===== src/rtl/rx_8b10b_link_decoder_if.sv =====
// PHY-side code-group bus and decoded output bundle
// for the 8b/10b link decoder.
interface rx_8b10b_link_decoder_if #(
  parameter int ERR_CNT_W = 16
);
  logic [9:0]           rx_parallel_data;
  logic                 rx_syncstatus;
  logic                 rx_patterndetect;
  logic                 err_count_clr;
  logic [7:0]           data_out;
  logic                 k_out;
  logic                 data_valid;
  logic                 code_err;
  logic                 disp_err;
  logic                 link_up;
  logic [ERR_CNT_W-1:0] err_count;

  modport master (
    output rx_parallel_data, rx_syncstatus,
    output rx_patterndetect, err_count_clr,
    input  data_out, k_out, data_valid,
    input  code_err, disp_err, link_up, err_count
  );

  modport slave (
    input  rx_parallel_data, rx_syncstatus,
    input  rx_patterndetect, err_count_clr,
    output data_out, k_out, data_valid,
    output code_err, disp_err, link_up, err_count
  );
endinterface


===== src/rtl/rx_8b10b_link_decoder.sv =====
// 8b/10b decoder with running-disparity check,
// comma-based link sync FSM and error counter.
module rx_8b10b_link_decoder #(
  parameter int COMMA_REQ = 3,
  parameter int ERR_LIMIT = 4,
  parameter int GOOD_RUN  = 4,
  parameter int ERR_CNT_W = 16
) (
  input logic clock,
  input logic reset_n,
  rx_8b10b_link_decoder_if.slave rx
);
  localparam logic [1:0] LOSS = 2'd0;
  localparam logic [1:0] ACQ  = 2'd1;
  localparam logic [1:0] SYNC = 2'd2;
  localparam int NW = $clog2(COMMA_REQ + 1);
  localparam int CW = $clog2(ERR_LIMIT + 1);
  localparam int RW = $clog2(GOOD_RUN + 1);

  logic [9:0] cw_q, cw_d;
  logic sync_q, sync_d, clr_q, clr_d, v1_q, v1_d;
  logic [7:0] data_q, data_d;
  logic k_q, k_d, ce_q, ce_d, de_q, de_d;
  logic dv_q, dv_d, rd_q, rd_d;
  logic [1:0] st_q, st_d;
  logic [NW-1:0] n_q, n_d;
  logic [CW-1:0] cr_q, cr_d;
  logic [RW-1:0] run_q, run_d;
  logic [ERR_CNT_W-1:0] ec_q, ec_d;

  logic [5:0] s6;
  logic [3:0] s4, s4d;
  logic [4:0] lo5;
  logic [2:0] hi3, n6, n4;
  logic v6, v4, p7, a7, k28, kx7, am, ap;
  logic cerr, derr, kflag, bad, comma, rd_m, e6, e4;
  logic unused_pd;

  assign unused_pd = rx.rx_patterndetect;

  always_comb begin
    cw_d   = rx.rx_parallel_data;
    sync_d = rx.rx_syncstatus;
    clr_d  = rx.err_count_clr;
    v1_d   = 1'b1;
  end

  // bit 0 is 'a', the first bit on the line
  always_comb begin
    s6  = {cw_q[0], cw_q[1], cw_q[2],
           cw_q[3], cw_q[4], cw_q[5]};
    s4  = {cw_q[6], cw_q[7], cw_q[8], cw_q[9]};
    k28 = (s6 == 6'b001111) | (s6 == 6'b110000);
    s4d = (s6 == 6'b110000) ? ~s4 : s4;
    v6  = 1'b1;
    lo5 = 5'd0;
    case (s6)
      6'b100111, 6'b011000: lo5 = 5'd0;
      6'b011101, 6'b100010: lo5 = 5'd1;
      6'b101101, 6'b010010: lo5 = 5'd2;
      6'b110001:            lo5 = 5'd3;
      6'b110101, 6'b001010: lo5 = 5'd4;
      6'b101001:            lo5 = 5'd5;
      6'b011001:            lo5 = 5'd6;
      6'b111000, 6'b000111: lo5 = 5'd7;
      6'b111001, 6'b000110: lo5 = 5'd8;
      6'b100101:            lo5 = 5'd9;
      6'b010101:            lo5 = 5'd10;
      6'b110100:            lo5 = 5'd11;
      6'b001101:            lo5 = 5'd12;
      6'b101100:            lo5 = 5'd13;
      6'b011100:            lo5 = 5'd14;
      6'b010111, 6'b101000: lo5 = 5'd15;
      6'b011011, 6'b100100: lo5 = 5'd16;
      6'b100011:            lo5 = 5'd17;
      6'b010011:            lo5 = 5'd18;
      6'b110010:            lo5 = 5'd19;
      6'b001011:            lo5 = 5'd20;
      6'b101010:            lo5 = 5'd21;
      6'b011010:            lo5 = 5'd22;
      6'b111010, 6'b000101: lo5 = 5'd23;
      6'b110011, 6'b001100: lo5 = 5'd24;
      6'b100110:            lo5 = 5'd25;
      6'b010110:            lo5 = 5'd26;
      6'b110110, 6'b001001: lo5 = 5'd27;
      6'b001110:            lo5 = 5'd28;
      6'b101110, 6'b010001: lo5 = 5'd29;
      6'b011110, 6'b100001: lo5 = 5'd30;
      6'b101011, 6'b010100: lo5 = 5'd31;
      6'b001111, 6'b110000: lo5 = 5'd28;
      default:              v6  = 1'b0;
    endcase
    v4  = 1'b1;
    hi3 = 3'd0;
    p7  = 1'b0;
    a7  = 1'b0;
    case (s4d)
      4'b1011, 4'b0100: hi3 = 3'd0;
      4'b1001:          hi3 = 3'd1;
      4'b0101:          hi3 = 3'd2;
      4'b1100, 4'b0011: hi3 = 3'd3;
      4'b1101, 4'b0010: hi3 = 3'd4;
      4'b1010:          hi3 = 3'd5;
      4'b0110:          hi3 = 3'd6;
      4'b1110, 4'b0001: begin
        hi3 = 3'd7;
        p7  = 1'b1;
      end
      4'b0111, 4'b1000: begin
        hi3 = 3'd7;
        a7  = 1'b1;
      end
      default: v4 = 1'b0;
    endcase
  end

  // alternate .7 is legal only for K.x.7 and D17/18/20, D11/13/14
  always_comb begin
    kx7 = s6 inside {6'b111010, 6'b000101,
                     6'b110110, 6'b001001,
                     6'b101110, 6'b010001,
                     6'b011110, 6'b100001};
    am  = s6 inside {6'b100011, 6'b010011,
                     6'b001011};
    ap  = s6 inside {6'b110100, 6'b101100,
                     6'b011100};
    cerr = ~v6 | ~v4;
    if (a7 && !(k28 || kx7 ||
        (am && s4 == 4'b0111) ||
        (ap && s4 == 4'b1000)))
      cerr = 1'b1;
    if (p7 && (k28 ||
        (am && s4 == 4'b1110) ||
        (ap && s4 == 4'b0001)))
      cerr = 1'b1;
    kflag = k28 | (kx7 & a7);
  end

  // 111000/1100 need RD- and leave RD-; 000111/0011 the reverse
  always_comb begin
    n6   = 3'($countones(s6));
    n4   = 3'($countones(s4));
    e6   = 1'b0;
    rd_m = rd_q;
    if (s6 == 6'b111000) begin
      e6 = rd_q;  rd_m = 1'b0;
    end else if (s6 == 6'b000111) begin
      e6 = ~rd_q; rd_m = 1'b1;
    end else if (n6 > 3'd3) begin
      e6 = rd_q;  rd_m = 1'b1;
    end else if (n6 < 3'd3) begin
      e6 = ~rd_q; rd_m = 1'b0;
    end
    e4   = 1'b0;
    rd_d = rd_m;
    if (s4 == 4'b1100) begin
      e4 = rd_m;  rd_d = 1'b0;
    end else if (s4 == 4'b0011) begin
      e4 = ~rd_m; rd_d = 1'b1;
    end else if (n4 > 3'd2) begin
      e4 = rd_m;  rd_d = 1'b1;
    end else if (n4 < 3'd2) begin
      e4 = ~rd_m; rd_d = 1'b0;
    end
    if (!v1_q) rd_d = rd_q;
    derr  = (e6 | e4) & ~cerr;
    bad   = cerr | derr;
    comma = kflag & ~bad &
            ({hi3, lo5} == 8'hBC);
  end

  always_comb begin
    st_d  = st_q;
    n_d   = n_q;
    cr_d  = cr_q;
    run_d = run_q;
    if (v1_q && !sync_q) begin
      st_d = LOSS; n_d = '0;
      cr_d = '0;   run_d = '0;
    end else if (v1_q) begin
      unique case (1'b1)
        st_q == LOSS: begin
          if (comma) begin
            st_d = ACQ; n_d = NW'(1);
          end
        end
        st_q == ACQ: begin
          if (bad) begin
            st_d = LOSS; n_d = '0;
          end else if (comma) begin
            n_d = n_q + NW'(1);
            if (n_d == NW'(COMMA_REQ)) begin
              st_d = SYNC; n_d = '0;
              cr_d = '0;   run_d = '0;
            end
          end
        end
        st_q == SYNC: begin
          if (cr_q == CW'(ERR_LIMIT)) begin
            st_d = LOSS;
            cr_d = '0; run_d = '0;
          end else if (bad) begin
            cr_d  = cr_q + CW'(1);
            run_d = '0;
          end else if (run_q + RW'(1) >= RW'(GOOD_RUN)
                       && cr_q != '0) begin
            cr_d  = cr_q - CW'(1);
            run_d = '0;
          end else if (run_q != RW'(GOOD_RUN)) begin
            run_d = run_q + RW'(1);
          end
        end
        default: begin
          st_d = LOSS; n_d = '0;
          cr_d = '0;   run_d = '0;
        end
      endcase
    end
  end

  always_comb begin
    data_d = (v1_q && !cerr) ? {hi3, lo5} : 8'h00;
    k_d    = v1_q & ~cerr & kflag;
    ce_d   = v1_q & cerr;
    de_d   = v1_q & derr;
    dv_d   = v1_q & ~bad & (st_q == SYNC) &
             (st_d == SYNC);
    ec_d   = ec_q;
    if (v1_q && bad && !(&ec_q))
      ec_d = ec_q + ERR_CNT_W'(1);
    if (clr_q) ec_d = '0;
  end

  always_ff @(posedge clock) begin
    if (!reset_n) begin
      cw_q <= '0;  sync_q <= 1'b0;
      clr_q <= 1'b0; v1_q <= 1'b0;
      data_q <= '0; k_q <= 1'b0;
      ce_q <= 1'b0; de_q <= 1'b0;
      dv_q <= 1'b0; rd_q <= 1'b0;
      st_q <= LOSS; n_q <= '0;
      cr_q <= '0;  run_q <= '0;
      ec_q <= '0;
    end else begin
      cw_q <= cw_d;  sync_q <= sync_d;
      clr_q <= clr_d; v1_q <= v1_d;
      data_q <= data_d; k_q <= k_d;
      ce_q <= ce_d;  de_q <= de_d;
      dv_q <= dv_d;  rd_q <= rd_d;
      st_q <= st_d;  n_q <= n_d;
      cr_q <= cr_d;  run_q <= run_d;
      ec_q <= ec_d;
    end
  end

  assign rx.data_out   = data_q;
  assign rx.k_out      = k_q;
  assign rx.code_err   = ce_q;
  assign rx.disp_err   = de_q;
  assign rx.data_valid = dv_q;
  assign rx.link_up    = (st_q == SYNC);
  assign rx.err_count  = ec_q;
endmodule

===== src/flat_wrapper.sv =====
// flat-port wrapper written by rule: the top's interface ports become plain ports
module rx_8b10b_link_decoder_flat 
#(
  parameter int COMMA_REQ = 3,
  parameter int ERR_LIMIT = 4,
  parameter int GOOD_RUN  = 4,
  parameter int ERR_CNT_W = 16
)
  (clock, reset_n, rx_rx_parallel_data, rx_rx_syncstatus, rx_rx_patterndetect, rx_err_count_clr, rx_data_out, rx_k_out, rx_data_valid, rx_code_err, rx_disp_err, rx_link_up, rx_err_count);
  rx_8b10b_link_decoder_if #(.ERR_CNT_W(ERR_CNT_W)) rx_i ();
  input logic clock;
  input logic reset_n;
  input wire logic [$bits(rx_i.rx_parallel_data)-1:0] rx_rx_parallel_data;
  input wire logic [$bits(rx_i.rx_syncstatus)-1:0] rx_rx_syncstatus;
  input wire logic [$bits(rx_i.rx_patterndetect)-1:0] rx_rx_patterndetect;
  input wire logic [$bits(rx_i.err_count_clr)-1:0] rx_err_count_clr;
  output wire logic [$bits(rx_i.data_out)-1:0] rx_data_out;
  output wire logic [$bits(rx_i.k_out)-1:0] rx_k_out;
  output wire logic [$bits(rx_i.data_valid)-1:0] rx_data_valid;
  output wire logic [$bits(rx_i.code_err)-1:0] rx_code_err;
  output wire logic [$bits(rx_i.disp_err)-1:0] rx_disp_err;
  output wire logic [$bits(rx_i.link_up)-1:0] rx_link_up;
  output wire logic [$bits(rx_i.err_count)-1:0] rx_err_count;
  assign rx_i.rx_parallel_data = rx_rx_parallel_data;
  assign rx_i.rx_syncstatus = rx_rx_syncstatus;
  assign rx_i.rx_patterndetect = rx_rx_patterndetect;
  assign rx_i.err_count_clr = rx_err_count_clr;
  assign rx_data_out = rx_i.data_out;
  assign rx_k_out = rx_i.k_out;
  assign rx_data_valid = rx_i.data_valid;
  assign rx_code_err = rx_i.code_err;
  assign rx_disp_err = rx_i.disp_err;
  assign rx_link_up = rx_i.link_up;
  assign rx_err_count = rx_i.err_count;
  rx_8b10b_link_decoder #(.COMMA_REQ(COMMA_REQ), .ERR_LIMIT(ERR_LIMIT), .GOOD_RUN(GOOD_RUN), .ERR_CNT_W(ERR_CNT_W)) u_core (.clock(clock), .reset_n(reset_n), .rx(rx_i));
endmodule

===== config.mk =====
export PLATFORM = sky130hd
export DESIGN_NAME = rx_8b10b_link_decoder_flat
export DESIGN_NICKNAME = d
export VERILOG_FILES = /design/src/rtl/rx_8b10b_link_decoder_if.sv /design/src/rtl/rx_8b10b_link_decoder.sv /design/src/flat_wrapper.sv
export SDC_FILE = /design/constraint.sdc
export NUM_CORES = 1
export LEC_CHECK = 0
export ABC_AREA = 0
export CAP_MARGIN = 20
export CELL_PAD_IN_SITES_DETAIL_PLACEMENT = 0
export CELL_PAD_IN_SITES_GLOBAL_PLACEMENT = 1
export CORE_AREA = 8 8 130 96
export DETAILED_ROUTE_END_ITERATION = 7
export DIE_AREA = 0 0 138 104
export PLACE_DENSITY_LB_ADDON = 0.1
export REMOVE_ABC_BUFFERS = 1
export SYNTH_ARGS = -nofsm -noshare
export SYNTH_HDL_FRONTEND = slang
export SYNTH_SLANG_ARGS = --single-unit

===== constraint.sdc =====
create_clock -name clock -period 4.7 [get_ports clock]
set_clock_uncertainty 0.15 [all_clocks]
set_input_delay 0.94 -clock clock [delete_from_list [all_inputs] [get_ports clock]]
set_output_delay 0.94 -clock clock [all_outputs]
set_load 0.02 [all_outputs]

### Yosys cells after proc, flatten, opt, wreduce, memory -nomap -nowiden

Cells that the tools add are included.

* register bits after elaboration: 52
* output and inout bits: 29

* eq/ne operators: 82
* order comparisons: 5
* mux-type cells: 51
* bitwise gates (word level): 26
* add/sub/neg operators: 13
* reductions and logical operators: 53

Operators with widths (number)
* case mux 5 bit (31 select lines): 1
* equality test 6 bit (second input constant): 24
* equality test 6 x 5 -> 1 bit (second input constant): 14
* OR reduction 48 bit: 1
* equality test 6 x 4 -> 1 bit (second input constant): 7
* equality test 4 bit (second input constant): 10
* OR reduction 2 bit: 19
* 2-to-1 mux 3 bit: 10
* 2-to-1 mux 1 bit: 23
* 2-to-1 mux 2 bit: 11
* case mux 3 bit (7 select lines): 1
* equality test 4 x 3 -> 1 bit (second input constant): 5
* equality test 6 x 3 -> 1 bit (second input constant): 3
* case mux 3 bit (3 select lines): 2
* adder 16 x 1 -> 16 bit (second input constant): 1
* AND reduction 16 bit: 1
* OR reduction 14 bit: 1
* equality test 4 x 2 -> 1 bit (second input constant): 3
* case mux 2 bit (3 select lines): 2
* AND reduction 6 bit: 2
* bitwise AND 1 bit: 11
* logical AND 1 bit: 11
* adder 1 x 1 -> 2 bit: 5
* adder 3 bit: 3
* 30 further kinds: 59

### Logic depth before layout (Yosys ltp)

Gate-level depths: netlist of the first run.

* word-level depth: 26
* gate-level depth with buffers: 16
* mapped depth without buffers: 15

### Worst setup path after synthesis of the first run

OpenSTA, ideal clock, no wires.

* path kind: reg2reg
* start point: register u_core.cw_q[8]
* end point: register u_core.cr_q[2]
* cell stages (with the launch flop): 15
* slack: 711 ps
* arrival time: 3715 ps
* required time: 4426 ps
* period minus slack after synthesis: 3989 ps
* path through: dfxtp_1 > buf_2 > clkinv_1 > ha_1 > ha_1 > fa_1 > o2bb2ai_1 > a211o_1 > a31oi_1 > o21a_1 > nand4_1 > fa_1 > xnor2_1 > a21boi_0 > o32ai_1

* cells in the longest elaborated chain, start to end: 17

RTL lines
* from (decl): line rx_8b10b_link_decoder.sv:20 `logic [9:0] cw_q, cw_d;`
* from (signal assigned): line rx_8b10b_link_decoder.sv:245 `cw_q <= cw_d; sync_q <= sync_d;`
* parallel branches: the longest is 17 deep, another holds adder 3 bit
* to (signal assigned): line rx_8b10b_link_decoder.sv:251 `cr_q <= cr_d; run_q <= run_d;`
* to (decl): line rx_8b10b_link_decoder.sv:27 `logic [CW-1:0] cr_q, cr_d;`

Several ways; the timed one is not identified.
A chain may end at the register's enable or synchronous reset.

### Worst setup path in the final report of the first run

* start point: register u_core.cw_q[6]
* end point: register u_core.cr_q[2]

Same word-level chain as after synthesis.

==> results of run 1 <==
stage by stage:
stage | std cells | worst slack, ps
floorplan | 425 | 681
global placement | 613 | 671
detailed placement | 613 | 597
CTS | 621 | 586
global route | 622 | 248
finish | 622 | 564
registers in the layout, indices dropped and copies added, names as in the netlist:
name	count
u_core.clr_q	1
u_core.cr_q	3
u_core.cw_q	10
u_core.n_q	2
u_core.rd_q	1
u_core.run_q	3
u_core.rx.code_err	1
u_core.rx.data_out	8
u_core.rx.data_valid	1
u_core.rx.disp_err	1
u_core.rx.err_count	16
u_core.rx.k_out	1
u_core.st_q	2
u_core.sync_q	1
u_core.v1_q	1
critical path: cells and delay by family, from the launching register on:
family	cells	cell delay [ps]
AND/OR/NAND/NOR	1	180
AO/OA/AOI/OAI	6	1320
XOR/XNOR	1	150
buffers and inverters	1	150
adder cells (fa/ha/maj)	4	1550
flip-flops	1	520
metal layers:
layer / up-vias / part of all wire, %
li1: 1708 / -
met1: 1586 / 51
met2: 115 / 41
met3: 17 / 6.3
met4: 0 / 1.9
met5: - / 0
cells in the mapped netlist (all sizes together) (11+ instances only):
library cell	instances	area, um2
nand2	20	75.1
o21ai	13	65.1
and3	11	68.8
a21oi	17	85.1
nand3	31	155
xnor2	11	96.3
ha	26	325
and2	19	119
nor2	43	164
dfxtp	52	1040
inv	29	109
a31oi	12	75.1
buf	15	80.1
worst max-delay path by stage:
stage	startpoint	cells after the start	endpoint	slack, ps
finish	u_core.cw_q[6]$_SDFF_PN0_	13	u_core.cr_q[2]$_SDFFE_PP0P_	560
global route	u_core.cw_q[6]$_SDFF_PN0_	13	u_core.cr_q[2]$_SDFFE_PP0P_	250
CTS	u_core.cw_q[6]$_SDFF_PN0_	13	u_core.cr_q[2]$_SDFFE_PP0P_	590
detailed placement	u_core.cw_q[6]$_SDFF_PN0_	13	u_core.cr_q[2]$_SDFFE_PP0P_	600
global placement	u_core.cw_q[7]$_SDFF_PN0_	13	u_core.cr_q[2]$_SDFFE_PP0P_	670
floorplan	u_core.cw_q[8]$_SDFF_PN0_	13	u_core.cr_q[2]$_SDFFE_PP0P_	680
power by group through the flow:
stage	Combinational [mW]	Clock (mW)	Sequential [mW]
floorplan	0.117	0	0.476
finish	0.191	0.430	0.462
detailed placement	0.188	0	0.472
CTS	0.189	0.445	0.462
global placement	0.189	0	0.472
global route	0.213	0.467	0.464
kinds of logic (layout without fill, tap and decap cells):
kind of cell,Yosys count,in the layout,share of synthesized area (%)
adders and majority gates,30,30,11.0
xor gates and xnor gates,15,15,3.57
muxes,5,5,1.43
and+or+nand+nor,179,179,26.8
buffers and inverters,57,93,6.46
DFF,52,52,28.3
AOI/OAI and AO/OA,112,112,22.5
final cells by class:
type	count	area (um2)	share of cell area, %
clock buffer	6	129	2.93
sequential	52	1040	23.6
timing repair buffer	53	500	11.4
clock inverter	2	38.8	0.881
tap	136	170	3.86
multi-input combinational	341	2400	54.6
inverter	32	120	2.73
placed cells by master (no fill, tap or decap), drive strengths merged, types with 4 or more instances in the layout:
master,instances
nor3,9
a31oi,12
a21oi,17
dfxtp,52
ha,26
o22ai,6
o211ai,8
and2,19
xor2,4
o211a,4
nor2,43
inv,30
fa,4
nand3,31
a211oi,8
a22oi,8
nand2b,6
clkbuf,6
nand4,10
nor3b,7
nor4,5
buf,11
o21ai,13
clkdlybuf4s50,42
and3,11
nand2,20
xnor2,11
==> flow_summary.toml, run 1 <==
[clocking]
cts_buffers = 5
clockRootBuffer = "clkbuf_16"
post_cts_resized = 0
clock_sinks = 52
cts_tree = "built"
clk_path_buf_depth = 2
post_cts_buffers = 0
cts_max_level = 2
clk_latency_ps = 300
ctsHoldBuffers = 0
clkTransAtPathRegs_ps = 70

[grt]
track_usage_pct = 14.3
grt_start_max_net_pins = 22
antenna_found_initial = 0
use_met2_pct = 19.6
grt-busiest-layer = "met1"
use_met3_pct = 4.24
grt_use_met1_pct = 20.4
grt_pass1_vias = 3379
grt_overflow = 0
grt_pass1_wl_mm = 17.4

[synth]
avgSynthCellArea_um2 = 8.18
synth_edf_count = 0
synth.cell_area_um2 = 3680
synth_ff_type = "dfxtp_1"
synthCells = 450
synth_cell_types = 70
ys_seq_area_share_pct = 28.3
ys_ff_latch = 52
ys.warnings.count = 0
async_flop_share_pct = 0

[sta]
setup_violations = 0
post-route-period-util_pct = 88.0
min_period_ps = 4140
finalSetupTns_ps = 0
rsz0062_at_grt = "no"
holdWs_ps = 391
drv_slew = 0
slew_headroom_pct = 49.1
hold_violations = 0
fmax_mhz = 242
worst_pin_slew_ps = 764

[critical_path]
rr_worst_depth = 13
crit_type = "reg -> reg"
arrival_ps = 4160
path_max_fanout = 9
cp_slowest_cell = "fa_1"
r2r_start = "u_core.cw_q[6]$_SDFF_PN0_"
crit_chain = "clkinv_1, ha_1, ha_1, fa_1, o2bb2ai_1, a211o_1, a31oi_1, o21a_1, nand4_1, fa_1, xnor2_1, a21boi_0, o32ai_1"
critPathMaxStageDelay_ps = 560
timing.rr.end = "u_core.cr_q[2]$_SDFFE_PP0P_"
crit_required_ps = 4730
endpoint_kind = "flop"
r2r_slack_ps = 560
worstSetupStartpointType = "flop"

[power_and_ir_drop]
pwr-share-seq_pct = 42.7
power_frac_clock_pct = 39.7
swShare_pct = 27.8
p_int_mw = 0.781
power_mw = 1.08
power_switching_mw = 0.301
powerDensity_nw_per_um2 = 246
leakage_nw = 1.67
ir_drop_v = 0.000138
pwr-share-comb_pct = 17.6

[detailed_routing]
drc = 0
wl_per_cell_um = 16.6
drt_iter0_markers = 247
drt_pass1_iterations = 5
via_count = 3426
routed_wl_mm = 10.4
drt.antenna.violating_nets = 0
vias_per_cell = 5.51

[cells_and_area]
areaGrowthSynthToFinish_pct = 19.6
drive_gt1_share_pct = 6.79
antennaDiodeCount = 0
fill_cells = 1073
nNetsFinal = 530
final_area_um2 = 4400
fin_util_pct = 41.7

[floorplan]
fp.dieH_um = 104
initial_core_util_pct = 34.8
core_um2 = 10600
dieArea_um2 = 14400
io_pins = 44
die_x_um = 138
rows = 32

[worst_hold_path]
hold_path.class = "reg -> reg"
hp-start = "u_core.run_q[2]$_SDFFE_PP0P_"
hold_path_end = "u_core.run_q[2]$_SDFFE_PP0P_"
min_path_cells = 2

[place]
numPortBuffers = 42
gp_congestion = 0.842
place_area_um2 = 4230
post-dp-hpwl_mm = 7.58

[status]
outcome = "completed"

[job]
cap_violations = 0
Power figures use the tool's default switching activity.
==> run 2: changes to the inputs <==
--- a/config.mk
+++ b/config.mk
@@ -5,13 +5,13 @@
 export SDC_FILE = /design/constraint.sdc
 export NUM_CORES = 1
 export LEC_CHECK = 0
-export ABC_AREA = 0
 export CAP_MARGIN = 20
 export CELL_PAD_IN_SITES_DETAIL_PLACEMENT = 0
 export CELL_PAD_IN_SITES_GLOBAL_PLACEMENT = 1
 export CORE_AREA = 8 8 130 96
 export DETAILED_ROUTE_END_ITERATION = 7
 export DIE_AREA = 0 0 138 104
+export MAX_ROUTING_LAYER = met4
 export PLACE_DENSITY_LB_ADDON = 0.1
 export REMOVE_ABC_BUFFERS = 1
 export SYNTH_ARGS = -nofsm -noshare
==> run 2 against run 1 <==
Sequential share of layout area unchanged; first-iteration DRC count fell by 2.8%; global-route usage rose by 0.41 points.
==> flow_summary.toml, run 2 (synthesis results as in run 1) <==
[detailed_routing]
drt_iter0_markers = 240
wl_per_cell_um = 16.7
drt.antenna.violating_nets = 0
vias_per_cell = 5.51
via_count = 3430
highest_layer = "met4"
drc = 0
wl_met2_mm = 4.19
drt_pass1_iterations = 5
routed_wl_mm = 10.4
wl_met3_um = 616
wl_met1_mm = 5.41

[sta]
rsz0062_at_grt = "no"
holdWs_ps = 391
setup_violations = 0
fmax_mhz = 243
slew_headroom_pct = 48.4
worst_pin_slew_ps = 774
hold_violations = 0
finalSetupTns_ps = 0
post-route-period-util_pct = 87.5
drv_slew = 0
setup_slack_ps = 586
min_period_ps = 4110

[place]
gp_congestion = 0.855
numPortBuffers = 42
place_ws_ps = 597
post-dp-hpwl_mm = 7.58
place_area_um2 = 4230

[critical_path]
crit_required_ps = 4730
arrival_ps = 4140
rr_worst_depth = 13
timing.rr.end = "u_core.cr_q[2]$_SDFFE_PP0P_"
endpoint_kind = "flop"
r2r_start = "u_core.cw_q[7]$_SDFF_PN0_"
crit_type = "reg -> reg"
path_max_fanout = 11
worstSetupStartpointType = "flop"
crit_path_start = "u_core.cw_q[7]$_SDFF_PN0_"
r2r_slack_ps = 590
critical_path.endpoint = "u_core.cr_q[2]$_SDFFE_PP0P_"

[floorplan]
rows = 32
io_pins = 44
fp.dieH_um = 104
initial_core_util_pct = 34.8
die_x_um = 138
core_um2 = 10600
dieArea_um2 = 14400

[cells_and_area]
nNetsFinal = 530
fin_util_pct = 41.7
final_area_um2 = 4400
mostFrequentLayoutCell = "dfxtp_1"
final_cell_mix = "dfxtp_1, nor2_1, clkdlybuf4s50_1"
antennaDiodeCount = 0
areaGrowthSynthToFinish_pct = 19.6
drive_gt1_share_pct = 6.79
largest_reg_flops = 16
fill_cells = 1073

[clocking]
clkTransAtPathRegs_ps = 70
cts_tree = "built"
clk_latency_ps = 300
cts_buffers = 5
clk_path_buf_depth = 2
ctsHoldBuffers = 0
post_cts_resized = 0
clock_sinks = 52
cts_max_level = 2
post_cts_buffers = 0
clockRootBuffer = "clkbuf_16"

[worst_hold_path]
hold_path.class = "reg -> reg"

[grt]
grt_start_max_net_pins = 22
grt_pass1_vias = 3389
track_usage_pct = 14.7
grt_overflow = 0
grt_pass1_wl_mm = 17.4
antenna_found_initial = 0

[power_and_ir_drop]
pwr-share-seq_pct = 42.7
ir_drop_v = 0.000138
leakage_nw = 1.67
power_frac_clock_pct = 39.6
power_switching_mw = 0.301
powerDensity_nw_per_um2 = 246
pwr-share-comb_pct = 17.7
swShare_pct = 27.8
p_int_mw = 0.781

[job]
cap_violations = 0

[status]
outcome = "completed"
-- run 2: cell counts in the layout (fill, tap and decap cells not counted) --
Identical to the previous run, type by type.
-- run 2: worst max-delay path: stages (launching register included) --
cell	delay [ps]
dfxtp_1	490
inv_2	180
ha_1	310
ha_1	200
fa_1	560
o2bb2ai_1	130
a211o_1	320
a31oi_1	320
o21a_1	250
nand4_1	180
fa_1	470
xnor2_1	150
a21boi_0	180
o32ai_1	100
-- run 2: layout make-up --
cell class / count / area (um2) / area share [%]
Clock buffer: 6 / 129 / 2.93
Clock inverter: 2 / 38.8 / 0.881
Inverter: 32 / 120 / 2.73
Multi-Input combinational cell: 341 / 2400 / 54.6
Sequential cell: 52 / 1040 / 23.6
Tap cell: 136 / 170 / 3.86
Timing Repair Buffer: 53 / 500 / 11.4
-- run 2: power by group through the flow --
stage	Combinational (mW)	Clock (mW)	Sequential (mW)
after global routing	0.213	0.468	0.464
final	0.191	0.429	0.462
after CTS	0.189	0.445	0.462
after detailed placement	0.188	0	0.472
after floorplan	0.117	0	0.476
after global placement	0.189	0	0.472
-- run 2: metal layers --
layer,global-route usage [%],up-vias
met1,20.7,1588
met3,3.65,13
li1,-,1704
met4,5.18,0
met2,19.7,125
met5,-,-
-- run 2: per-stage QoR --
step / cells / power [mW]
global route: 622 / 1.14
global placement: 613 / 0.661
floorplan: 425 / 0.593
finish: 622 / 1.08
CTS: 621 / 1.10
detailed placement: 613 / 0.660
-- run 2: worst min path at each step --
stage                                             from                            to  slack (ps)  depth (start not counted)
after floorplan            u_core.cr_q[2]$_SDFFE_PP0P_   u_core.cr_q[2]$_SDFFE_PP0P_         330                          2
after global placement     u_core.cr_q[2]$_SDFFE_PP0P_   u_core.cr_q[2]$_SDFFE_PP0P_         370                          2
after detailed placement     u_core.st_q[1]$_SDFF_PN0_     u_core.st_q[1]$_SDFF_PN0_         380                          2
after CTS                    u_core.st_q[1]$_SDFF_PN0_     u_core.st_q[1]$_SDFF_PN0_         390                          2
after global routing      u_core.run_q[2]$_SDFFE_PP0P_  u_core.run_q[2]$_SDFFE_PP0P_         430                          2
final                     u_core.run_q[2]$_SDFFE_PP0P_  u_core.run_q[2]$_SDFFE_PP0P_         390                          2
==> run 3: changes to the inputs <==
--- a/config.mk
+++ b/config.mk
@@ -5,6 +5,7 @@
 export SDC_FILE = /design/constraint.sdc
 export NUM_CORES = 1
 export LEC_CHECK = 0
+export ABC_CLOCK_PERIOD_IN_PS = 4700
 export CAP_MARGIN = 20
 export CELL_PAD_IN_SITES_DETAIL_PLACEMENT = 0
 export CELL_PAD_IN_SITES_GLOBAL_PLACEMENT = 1
==> results of run 3 <==
No change in the layout: final DEF, timing and power equal those of run 2.
